--- src/rtl/fd_skid_reg_if.sv ---
// fd_skid_reg_if: fetch-side and decode-side handshake/payload bundle for the
// F->D skid register. Master is the environment (F, D, hazard unit); slave is
// the pipeline register itself.
interface fd_skid_reg_if #(
    parameter int EXC_W = 5
);
    // fetch side
    logic             f_valid;
    logic             f_ready;
    logic [31:0]      f_pc;
    logic [31:0]      f_instr;
    logic             f_bd;
    logic [EXC_W-1:0] f_exc;
    // control
    logic             flush;
    // decode side
    logic             d_ready;
    logic             d_valid;
    logic [31:0]      d_pc;
    logic [31:0]      d_instr;
    logic             d_bd;
    logic [EXC_W-1:0] d_exc;

    modport master (
        output f_valid, f_pc, f_instr, f_bd, f_exc, flush, d_ready,
        input  f_ready, d_valid, d_pc, d_instr, d_bd, d_exc
    );

    modport slave (
        input  f_valid, f_pc, f_instr, f_bd, f_exc, flush, d_ready,
        output f_ready, d_valid, d_pc, d_instr, d_bd, d_exc
    );
endinterface

--- src/rtl/fd_skid_reg.sv ---
// fd_skid_reg: F->D pipeline register with a two-entry skid buffer.
// MAIN always feeds the decode stage; SKID catches the one word that F may
// push in the same cycle D stalls, which is what lets f_ready be a flop.
module fd_skid_reg #(
    parameter logic [31:0] RESET_PC = 32'h0000_3000,
    parameter int          EXC_W    = 5
) (
    input  logic         clk,
    input  logic         reset,
    fd_skid_reg_if.slave bus
);
    // One fetched instruction; all fields always move together.
    typedef struct packed {
        logic [31:0]      pc;
        logic [31:0]      instr;
        logic             bd;
        logic [EXC_W-1:0] exc;
    } fd_word_t;

    typedef enum logic [1:0] {
        ST_EMPTY = 2'b00,
        ST_ONE   = 2'b01,
        ST_TWO   = 2'b10
    } state_t;

    state_t   state_q,   state_d;
    logic     f_ready_q, f_ready_d;
    fd_word_t main_q,    main_d;
    fd_word_t skid_q,    skid_d;
    fd_word_t f_word;
    logic     d_live;
    logic     push;
    logic     pop;

    // Pack the incoming fetch fields into a single word.
    always_comb begin
        f_word       = '0;
        f_word.pc    = bus.f_pc;
        f_word.instr = bus.f_instr;
        f_word.bd    = bus.f_bd;
        f_word.exc   = bus.f_exc;
    end

    assign d_live = (state_q != ST_EMPTY);
    assign push   = bus.f_valid & f_ready_q;
    assign pop    = d_live & bus.d_ready;

    // Occupancy FSM and payload steering. f_ready_d follows the next state so
    // F sees ready drop on exactly the edge the skid entry fills.
    always_comb begin
        state_d = state_q;
        main_d  = main_q;
        skid_d  = skid_q;
        if (bus.flush) begin
            // Drop everything, including a push arriving this cycle. Payload
            // is left stale; output masking keeps it invisible.
            state_d = ST_EMPTY;
        end else begin
            unique case (state_q)
                ST_EMPTY: begin
                    if (push) begin
                        state_d = ST_ONE;
                        main_d  = f_word;
                    end
                end
                ST_ONE: begin
                    if (push && pop) begin
                        main_d = f_word;
                    end else if (push) begin
                        state_d = ST_TWO;
                        skid_d  = f_word;
                    end else if (pop) begin
                        state_d = ST_EMPTY;
                    end
                end
                ST_TWO: begin
                    // f_ready is low here, so only a pop can move things.
                    if (pop) begin
                        state_d = ST_ONE;
                        main_d  = skid_q;
                    end
                end
                default: begin
                    state_d = ST_EMPTY;
                end
            endcase
        end
        f_ready_d = (state_d != ST_TWO);
    end

    // State, ready and payload registers; reset clears both entries at once.
    always_ff @(posedge clk or posedge reset) begin
        if (reset) begin
            state_q     <= ST_EMPTY;
            f_ready_q   <= 1'b1;
            main_q      <= '0;
            main_q.pc   <= RESET_PC;
            skid_q      <= '0;
        end else begin
            state_q     <= state_d;
            f_ready_q   <= f_ready_d;
            main_q      <= main_d;
            skid_q      <= skid_d;
        end
    end

    // d_pc is left unmasked; the rest reads as a nop when nothing is live.
    assign bus.f_ready = f_ready_q;
    assign bus.d_valid = d_live;
    assign bus.d_pc    = main_q.pc;
    assign bus.d_instr = d_live ? main_q.instr : 32'h0;
    assign bus.d_bd    = d_live ? main_q.bd    : 1'b0;
    assign bus.d_exc   = d_live ? main_q.exc   : '0;
endmodule

--- src/flat_wrapper.sv ---
// flat-port wrapper written by rule: the top's interface ports become plain ports
module fd_skid_reg_flat 
#(
    parameter logic [31:0] RESET_PC = 32'h0000_3000,
    parameter int          EXC_W    = 5
)
  (clk, reset, bus_f_valid, bus_f_pc, bus_f_instr, bus_f_bd, bus_f_exc, bus_flush, bus_d_ready, bus_f_ready, bus_d_valid, bus_d_pc, bus_d_instr, bus_d_bd, bus_d_exc);
  fd_skid_reg_if #(.EXC_W(EXC_W)) bus_i ();
  input  logic clk;
  input  logic reset;
  input wire logic [$bits(bus_i.f_valid)-1:0] bus_f_valid;
  input wire logic [$bits(bus_i.f_pc)-1:0] bus_f_pc;
  input wire logic [$bits(bus_i.f_instr)-1:0] bus_f_instr;
  input wire logic [$bits(bus_i.f_bd)-1:0] bus_f_bd;
  input wire logic [$bits(bus_i.f_exc)-1:0] bus_f_exc;
  input wire logic [$bits(bus_i.flush)-1:0] bus_flush;
  input wire logic [$bits(bus_i.d_ready)-1:0] bus_d_ready;
  output wire logic [$bits(bus_i.f_ready)-1:0] bus_f_ready;
  output wire logic [$bits(bus_i.d_valid)-1:0] bus_d_valid;
  output wire logic [$bits(bus_i.d_pc)-1:0] bus_d_pc;
  output wire logic [$bits(bus_i.d_instr)-1:0] bus_d_instr;
  output wire logic [$bits(bus_i.d_bd)-1:0] bus_d_bd;
  output wire logic [$bits(bus_i.d_exc)-1:0] bus_d_exc;
  assign bus_i.f_valid = bus_f_valid;
  assign bus_i.f_pc = bus_f_pc;
  assign bus_i.f_instr = bus_f_instr;
  assign bus_i.f_bd = bus_f_bd;
  assign bus_i.f_exc = bus_f_exc;
  assign bus_i.flush = bus_flush;
  assign bus_i.d_ready = bus_d_ready;
  assign bus_f_ready = bus_i.f_ready;
  assign bus_d_valid = bus_i.d_valid;
  assign bus_d_pc = bus_i.d_pc;
  assign bus_d_instr = bus_i.d_instr;
  assign bus_d_bd = bus_i.d_bd;
  assign bus_d_exc = bus_i.d_exc;
  fd_skid_reg #(.RESET_PC(RESET_PC), .EXC_W(EXC_W)) u_core (.clk(clk), .reset(reset), .bus(bus_i));
endmodule
--- config.mk ---
export PLATFORM = sky130hd
export DESIGN_NAME = fd_skid_reg_flat
export DESIGN_NICKNAME = d
export VERILOG_FILES = /design/src/rtl/fd_skid_reg_if.sv /design/src/rtl/fd_skid_reg.sv /design/src/flat_wrapper.sv
export SDC_FILE = /design/constraint.sdc
export NUM_CORES = 1
export LEC_CHECK = 0
export CORE_ASPECT_RATIO = 2
export CORE_MARGIN = 10
export CORE_UTILIZATION = 40
export DETAILED_ROUTE_END_ITERATION = 8
export PLACE_DENSITY = 0.72
export SLEW_MARGIN = 20
export SYNTH_ARGS = -nofsm -noshare
export SYNTH_HDL_FRONTEND = slang
export SYNTH_SLANG_ARGS = --single-unit
--- constraint.sdc ---
create_clock -name clk -period 5.44 [get_ports clk]
set_input_delay 1.088 -clock clk [delete_from_list [all_inputs] [get_ports clk]]
set_output_delay 1.088 -clock clk [all_outputs]
set_load 0.01 [all_outputs]
==> results.sh, run 1 <==
export IMPL_status="finished clean"
export IMPL_rsz_0062_raised_after_global_routing="no"
export IMPL_post_dp_hpwl_um=11200
export IMPL_cts_repair_resized=0
export IMPL_mappedNetlistArea_um2=6810
export IMPL_detailed_place_area_um2=8090
export IMPL_first_global_vias=4849
export IMPL_die_width_um=112
export IMPL_groute_usage_overall=0.142
export IMPL_port_buffers=146
export IMPL_yosysMostFrequentCell="dfrtp_1"
export IMPL_synth_lib_cells_used_distinct=24
export IMPL_grt_first_pass_wirelength_um=26100
export IMPL_vdd_drop_max_mv=0.212
export IMPL_synth_cells=547
export IMPL_post_route_cell_area_um2=8710
export IMPL_p_sw_mw=0.873
export IMPL_sequential_share_of_power=0.434
export IMPL_synth_top_cells_by_area="dfrtp_1, mux2_4, mux2i_1"
export IMPL_syn_num_nets=622
export IMPL_category_of_the_worst_setup_path_launch_point="flip-flop"
export IMPL_initial_antenna_violation_count=0
export IMPL_cts_tree="built"
export IMPL_async_flop_share=1.00
export IMPL_worst_slew_margin_rel=0.242
export IMPL_synthFlopType="dfrtp_1"
export IMPL_antenna_left=0
export IMPL_synth_ff_latch_count=143
export IMPL_synth_largest_area_cell="dfrtp_1"
export IMPL_route_vias_total=4261
export IMPL_clock_power_share=0.353
export IMPL_final_setup_tns_ns=0
export IMPL_post_route_utilization=0.519
export IMPL_dp_slack_ns=1.77
export IMPL_cts_sinks=143
export IMPL_starting_utilization_of_the_core_area=0.406
export IMPL_ys_warnings_count=0
export IMPL_netlist_area_leader_share=0.514
export IMPL_finalHoldViolCount=0
export IMPL_power_total_mw=3.41
export IMPL_worst_setup_path_type="reg -> out"
export IMPL_grt_max_degree=110
export IMPL_floorplan_core_area_um2=16800
export IMPL_worst_skew_pair_late_latency_ns=0.41
export IMPL_cts_buffers=17
export IMPL_route_detailed_drc=0
export IMPL_worstPathArrival_ns=2.60
export IMPL_powerDensity_nw_per_um2=392
export IMPL_leak_pwr_nw=4.07
export IMPL_worstPathMaxFanout=39
export IMPL_cts_hold_buf=0
export IMPL_route_detailed_wl_per_inst_um=18.5
export IMPL_p_int_mw=2.54
export IMPL_final_max_slew_viol_count=0
export IMPL_report_final_setup_viol=0
export IMPL_nets=723
export IMPL_cts_root_buffer="clkbuf_16"
export IMPL_synth_enable_flop_cells=0
export IMPL_dieArea_um2=23000
export IMPL_pin_count=147
export IMPL_drt_first_iter_violations=137
export IMPL_postCtsSetupRepairBufs=0
export IMPL_vias_per_cell=4.91
export IMPL_vertical_extent_of_the_die_um=205
export IMPL_synthTopCellsByCount="dfrtp_1, nand2_1, mux2i_1, o21ai_0, mux2_4"
export IMPL_core_rowCount=67
export IMPL_period_share=0.678
export IMPL_clk_path_buf_depth=2
export IMPL_cts_max_level=4
export IMPL_avgSynthCellArea_um2=12.5
export IMPL_min_delay_path_class="reg -> reg"
export IMPL_final_layout_size_suffix_gt1_frac=0.175
export IMPL_drtPass1Iterations=6
export IMPL_max_slew_worst_pin_slew_ns=1.14
export IMPL_critPathRequiredTime_ns=4.35
export IMPL_finalWorstSetupSlack_ns=1.75
export IMPL_timing_clock_skew_ns=0.00804
export IMPL_clkSlewWorstSetupHoldPaths_ns=0.06
export IMPL_share_comb_of_total_power=0.213
export IMPL_switching_share=0.256
export IMPL_antenna_diode_count=0
export IMPL_timing_critical_path_to_type="output pin"
export IMPL_timing_final_crit_period_ns=3.69
export IMPL_drt_wl_total_um=16100
export IMPL_max_clock_freq_ghz=0.271
export IMPL_yosysSeqAreaShare=0.526
export IMPL_globalplace_congestion=0.789
export IMPL_global_route_overflow_total=0
export IMPL_maxCapViolations=0
export IMPL_synthToLayoutAreaGrowth_pct=27.9
==> cell type report <==
type | count | area [um2]
Clock buffer | 20 | 457
Inverter | 3 | 16.3
Tap cell | 207 | 259
Clock inverter | 12 | 159
Multi-Input combinational cell | 332 | 2730
Timing Repair Buffer | 151 | 1510
Sequential cell | 143 | 3580
Fill cell | 1470 | 8060
==> path summary, 6_finish.rpt <==
path / start / endpoint / slack, ns / depth (start not counted)
min in group asynchronous: reset / u_core.bus.d_pc[7] / 1.29 / 2
max in group asynchronous: reset / u_core.bus.f_ready / 3.09 / 3
worst min register to register: u_core.main_q[6] / u_core.main_q[6] / 0.47 / 2
worst max register to register: u_core.bus.f_ready / u_core.skid_q[52] / 2.93 / 4
worst min-delay path: u_core.main_q[6] / u_core.main_q[6] / 0.47 / 2
worst max-delay path: u_core.state_q[1] / bus_d_instr[19] / 1.75 / 3
==> critical path, cell delays in order (launching register included) <==
cell and delay [ns]:
dfrtp_1 0.49, nor2_4 0.89, nor2b_1 0.23, clkdlybuf4s50_1 0.55
==> stage by stage <==
step | hold WS [ns] | std cells
after CTS | 0.478 | 868
after global routing | 0.503 | 868
after global placement | 0.457 | 836
after floorplan | 0.442 | 547
after detailed placement | 0.464 | 836
final | 0.474 | 868
==> cells in the final DEF (no fill, tap or decap) <==
cell type | Yosys | final
clkdlybuf4s50_1 | 0 | 146
dfrtp_1 | 140 | 140
nand2_1 | 72 | 72
mux2i_1 | 71 | 71
o21ai_0 | 70 | 70
mux2_4 | 69 | 69
nor2b_1 | 38 | 38
clkbuf_16 | 0 | 17
buf_4 | 32 | 4
inv_6 | 0 | 3
clkinv_4 | 0 | 3
bufinv_16 | 0 | 3
dfstp_2 | 3 | 3
inv_1 | 3 | 2
clkbuf_8 | 0 | 2
clkinv_2 | 0 | 2
clkinvlp_4 | 0 | 2
nor2b_4 | 1 | 1
nand4bb_1 | 1 | 1
o41a_2 | 0 | 1
and2b_2 | 0 | 1
nand2b_2 | 0 | 1
or4b_4 | 0 | 1
nor2_4 | 0 | 1
o21a_1 | 1 | 1
o22a_1 | 1 | 1
nor2_1 | 2 | 1
o31a_1 | 1 | 1
mux2_2 | 1 | 1
clkbuf_1 | 23 | 1
buf_12 | 7 | 1
==> state kept, by name (all words and copies together), names as in the netlist <==
register and cells:
u_core.bus.f_ready 1, u_core.state_q 2, u_core.skid_q 70, u_core.bus.d_pc 32, u_core.main_q 38
==> power groups by stage <==
stage / Clock (mW) / Sequential, mW / Combinational [mW]
finish: 1.21 / 1.48 / 0.725
global route: 1.28 / 1.52 / 0.789
CTS: 1.23 / 1.48 / 0.739
detailed placement: 0 / 1.49 / 0.736
floorplan: 0 / 1.44 / 0.519
global placement: 0 / 1.48 / 0.713
==> per-layer routing <==
layer	up-vias	global-route usage	part of all wire
li1	2024	-	-
met1	2125	0.153	0.39
met2	96	0.251	0.54
met3	16	0.0381	0.043
met4	0	0.0628	0.019
met5	-	0	0
==> cells by family after synthesis <==
family                 synth area share
flip-flops                        0.526
multiplexers                      0.258
AND/OR/NAND/NOR                  0.0829
AO/OA/AOI/OAI                    0.0568
buffers and inverters            0.0762
Power figures use the tool's default switching activity.
==> inputs of run 2 (changes only) <==
--- a/config.mk
+++ b/config.mk
@@ -9,7 +9,7 @@
 export CORE_MARGIN = 10
 export CORE_UTILIZATION = 40
 export DETAILED_ROUTE_END_ITERATION = 8
-export PLACE_DENSITY = 0.72
+export PLACE_DENSITY = 0.75
 export SLEW_MARGIN = 20
 export SYNTH_ARGS = -nofsm -noshare
 export SYNTH_HDL_FRONTEND = slang
==> constraint.sdc (replaced) <==
create_clock -name clk -period 3.1 [get_ports clk]
set_input_delay 0.62 -clock clk [delete_from_list [all_inputs] [get_ports clk]]
set_output_delay 0.62 -clock clk [all_outputs]
set_load 0.01 [all_outputs]
==> run 2 against run 1 <==
Net effect:
- die area is the same
- first-iteration DRC count is the same
- sequential power grew 76%
- clock-buffer cell count grew 2
- wire length grew 0.43%
- non-clock buffer count grew 2
- largest power group unchanged
- highest routed layer unchanged
==> results.sh, run 2 (synthesis results as in run 1) <==
export IMPL_cts_repair_resized=0
export IMPL_antenna_left=0
export IMPL_nets=725
export IMPL_worstPathArrival_ns=2.30
export IMPL_core_rowCount=67
export IMPL_globalplace_congestion=0.776
export IMPL_grt_max_degree=131
export IMPL_route_detailed_wl_per_inst_um=18.5
export IMPL_worst_setup_path_type="reg -> out"
export IMPL_drt_wl_total_um=16100
export IMPL_starting_utilization_of_the_core_area=0.406
export IMPL_cts_tree="built"
export IMPL_worst_slew_margin_rel=0.275
export IMPL_rsz_0062_raised_after_global_routing="no"
export IMPL_drtPass1Iterations=4
export IMPL_drt_first_iter_violations=137
export IMPL_route_vias_total=4277
export IMPL_initial_antenna_violation_count=2
export IMPL_critical_path_startpoint="u_core.state_q[1]"
export IMPL_category_of_the_worst_setup_path_launch_point="flip-flop"
export IMPL_instances_no_fill=872
export IMPL_finalHoldViolCount=0
export IMPL_cts_hold_buf=0
export IMPL_route_detailed_drc=0
export IMPL_period_share=0.942
export IMPL_global_route_overflow_total=0
export IMPL_powerDensity_nw_per_um2=694
export IMPL_final_cell_mix="clkdlybuf4s50_1, dfrtp_1, nand2_1"
export IMPL_maxCapViolations=0
export IMPL_report_final_setup_viol=0
export IMPL_timing_final_crit_period_ns=2.92
export IMPL_first_global_vias=4900
export IMPL_clk_path_buf_depth=2
export IMPL_worstPathCellList="nor2_4, buf_4, buf_4, nor2b_1, clkdlybuf4s50_1"
export IMPL_vertical_extent_of_the_die_um=205
export IMPL_clkSlewWorstSetupHoldPaths_ns=0.06
export IMPL_critical_path_top_cell_by_count="buf_4"
export IMPL_max_clock_freq_ghz=0.342
export IMPL_final_max_slew_viol_count=0
export IMPL_vias_per_cell=4.90
export IMPL_leak_pwr_nw=4.10
export IMPL_worst_path_max_delay_cell="clkdlybuf4s50_1"
export IMPL_max_slew_worst_pin_slew_ns=1.09
export IMPL_final_layout_size_suffix_gt1_frac=0.173
export IMPL_groute_usage_overall=0.141
export IMPL_cts_max_level=4
export IMPL_die_width_um=112
export IMPL_floorplan_core_area_um2=16800
export IMPL_critPathRequiredTime_ns=2.48
export IMPL_status="finished clean"
export IMPL_timing_clock_skew_ns=0.00847
export IMPL_final_setup_tns_ns=0
export IMPL_port_buffers=146
export IMPL_worst_skew_pair_late_latency_ns=0.42
export IMPL_dieArea_um2=23000
export IMPL_pin_count=147
export IMPL_cts_sinks=143
export IMPL_critical_path_max_stage_delay_ns=0.58
export IMPL_regMostFlops="u_core.skid_q"
export IMPL_postCtsSetupRepairBufs=0
export IMPL_grt_first_pass_wirelength_um=26100
export IMPL_timing_critical_path_to_type="output pin"
export IMPL_cts_buffers=17
export IMPL_post_place_cells=838
export IMPL_post_dp_hpwl_um=11100
export IMPL_synthToLayoutAreaGrowth_pct=29.1
export IMPL_timing_rr_start="u_core.bus.f_ready"
export IMPL_mostFrequentLayoutCell="clkdlybuf4s50_1"
export IMPL_largest_reg_flops=70
export IMPL_hold_start="u_core.main_q[25]"
export IMPL_min_delay_path_class="reg -> reg"
export IMPL_worstPathMaxFanout=28
export IMPL_cts_root_buffer="clkbuf_16"
export IMPL_vdd_drop_max_mv=0.441
run 2: cell types whose count changed in the layout (fill, tap and decap cells not counted), sizes merged:
cell      before  now
diode          0    2
inv            5    2
buf            5    7
clkbuf        20   22
clkinvlp       2    4
bufinv         3    5
clkinv         5    2
run 2: stage by stage:
step / power (mW) / instance area (um2) / setup WS (ns) / hold WS, ns / util
CTS: 6.17 / 8790 / 0.166 / 0.476 / 0.524
floorplan: 3.44 / 6810 / 0.691 / 0.442 / -
global route: 6.41 / 8790 / 0.0690 / 0.494 / 0.524
finish: 6.10 / 8790 / 0.179 / 0.471 / 0.524
global placement: 3.85 / 8150 / 0.537 / 0.460 / 0.486
detailed placement: 3.91 / 8150 / 0.488 / 0.462 / 0.486
run 2: where the power goes:
part	total (mW)	internal (mW)	switching (mW)
Sequential	2.60	2.33	0.264
Combinational	1.28	0.816	0.461
Clock	2.23	1.45	0.776
Total	6.10	4.60	1.50
run 2: critical path: cells and delay by family, from the launching register on:
kind | cells | cell delay [ns]
buffers and inverters | 3 | 1.07
DFF | 1 | 0.55
and+or+nand+nor | 2 | 0.25
run 2: path summary, 6_finish.rpt:
kind,end,slack [ns],cells past startpoint
max in group asynchronous,u_core.bus.d_pc[16],1.88,3
max,bus_d_instr[14],0.18,5
min reg2reg,u_core.main_q[25],0.47,2
max reg2reg,u_core.skid_q[24],1.08,4
min in group asynchronous,u_core.main_q[11],0.69,3
min,u_core.main_q[25],0.47,2
run 2: area by class of cell:
class / count / area [um2]
tap: 207 / 259
timing repair buffer: 153 / 1560
clock inverter: 10 / 186
inverter: 3 / 15.0
antenna: 2 / 5.00
multi-input combinational: 332 / 2730
sequential: 143 / 3580
fill: 1440 / 7980
clock buffer: 22 / 454
run 2: metal layers:
metal / track usage / part of all wire
met3: 0.0401 / 0.047
met4: 0.0592 / 0.018
met1: 0.147 / 0.38
met2: 0.258 / 0.55
met5: 0 / 0
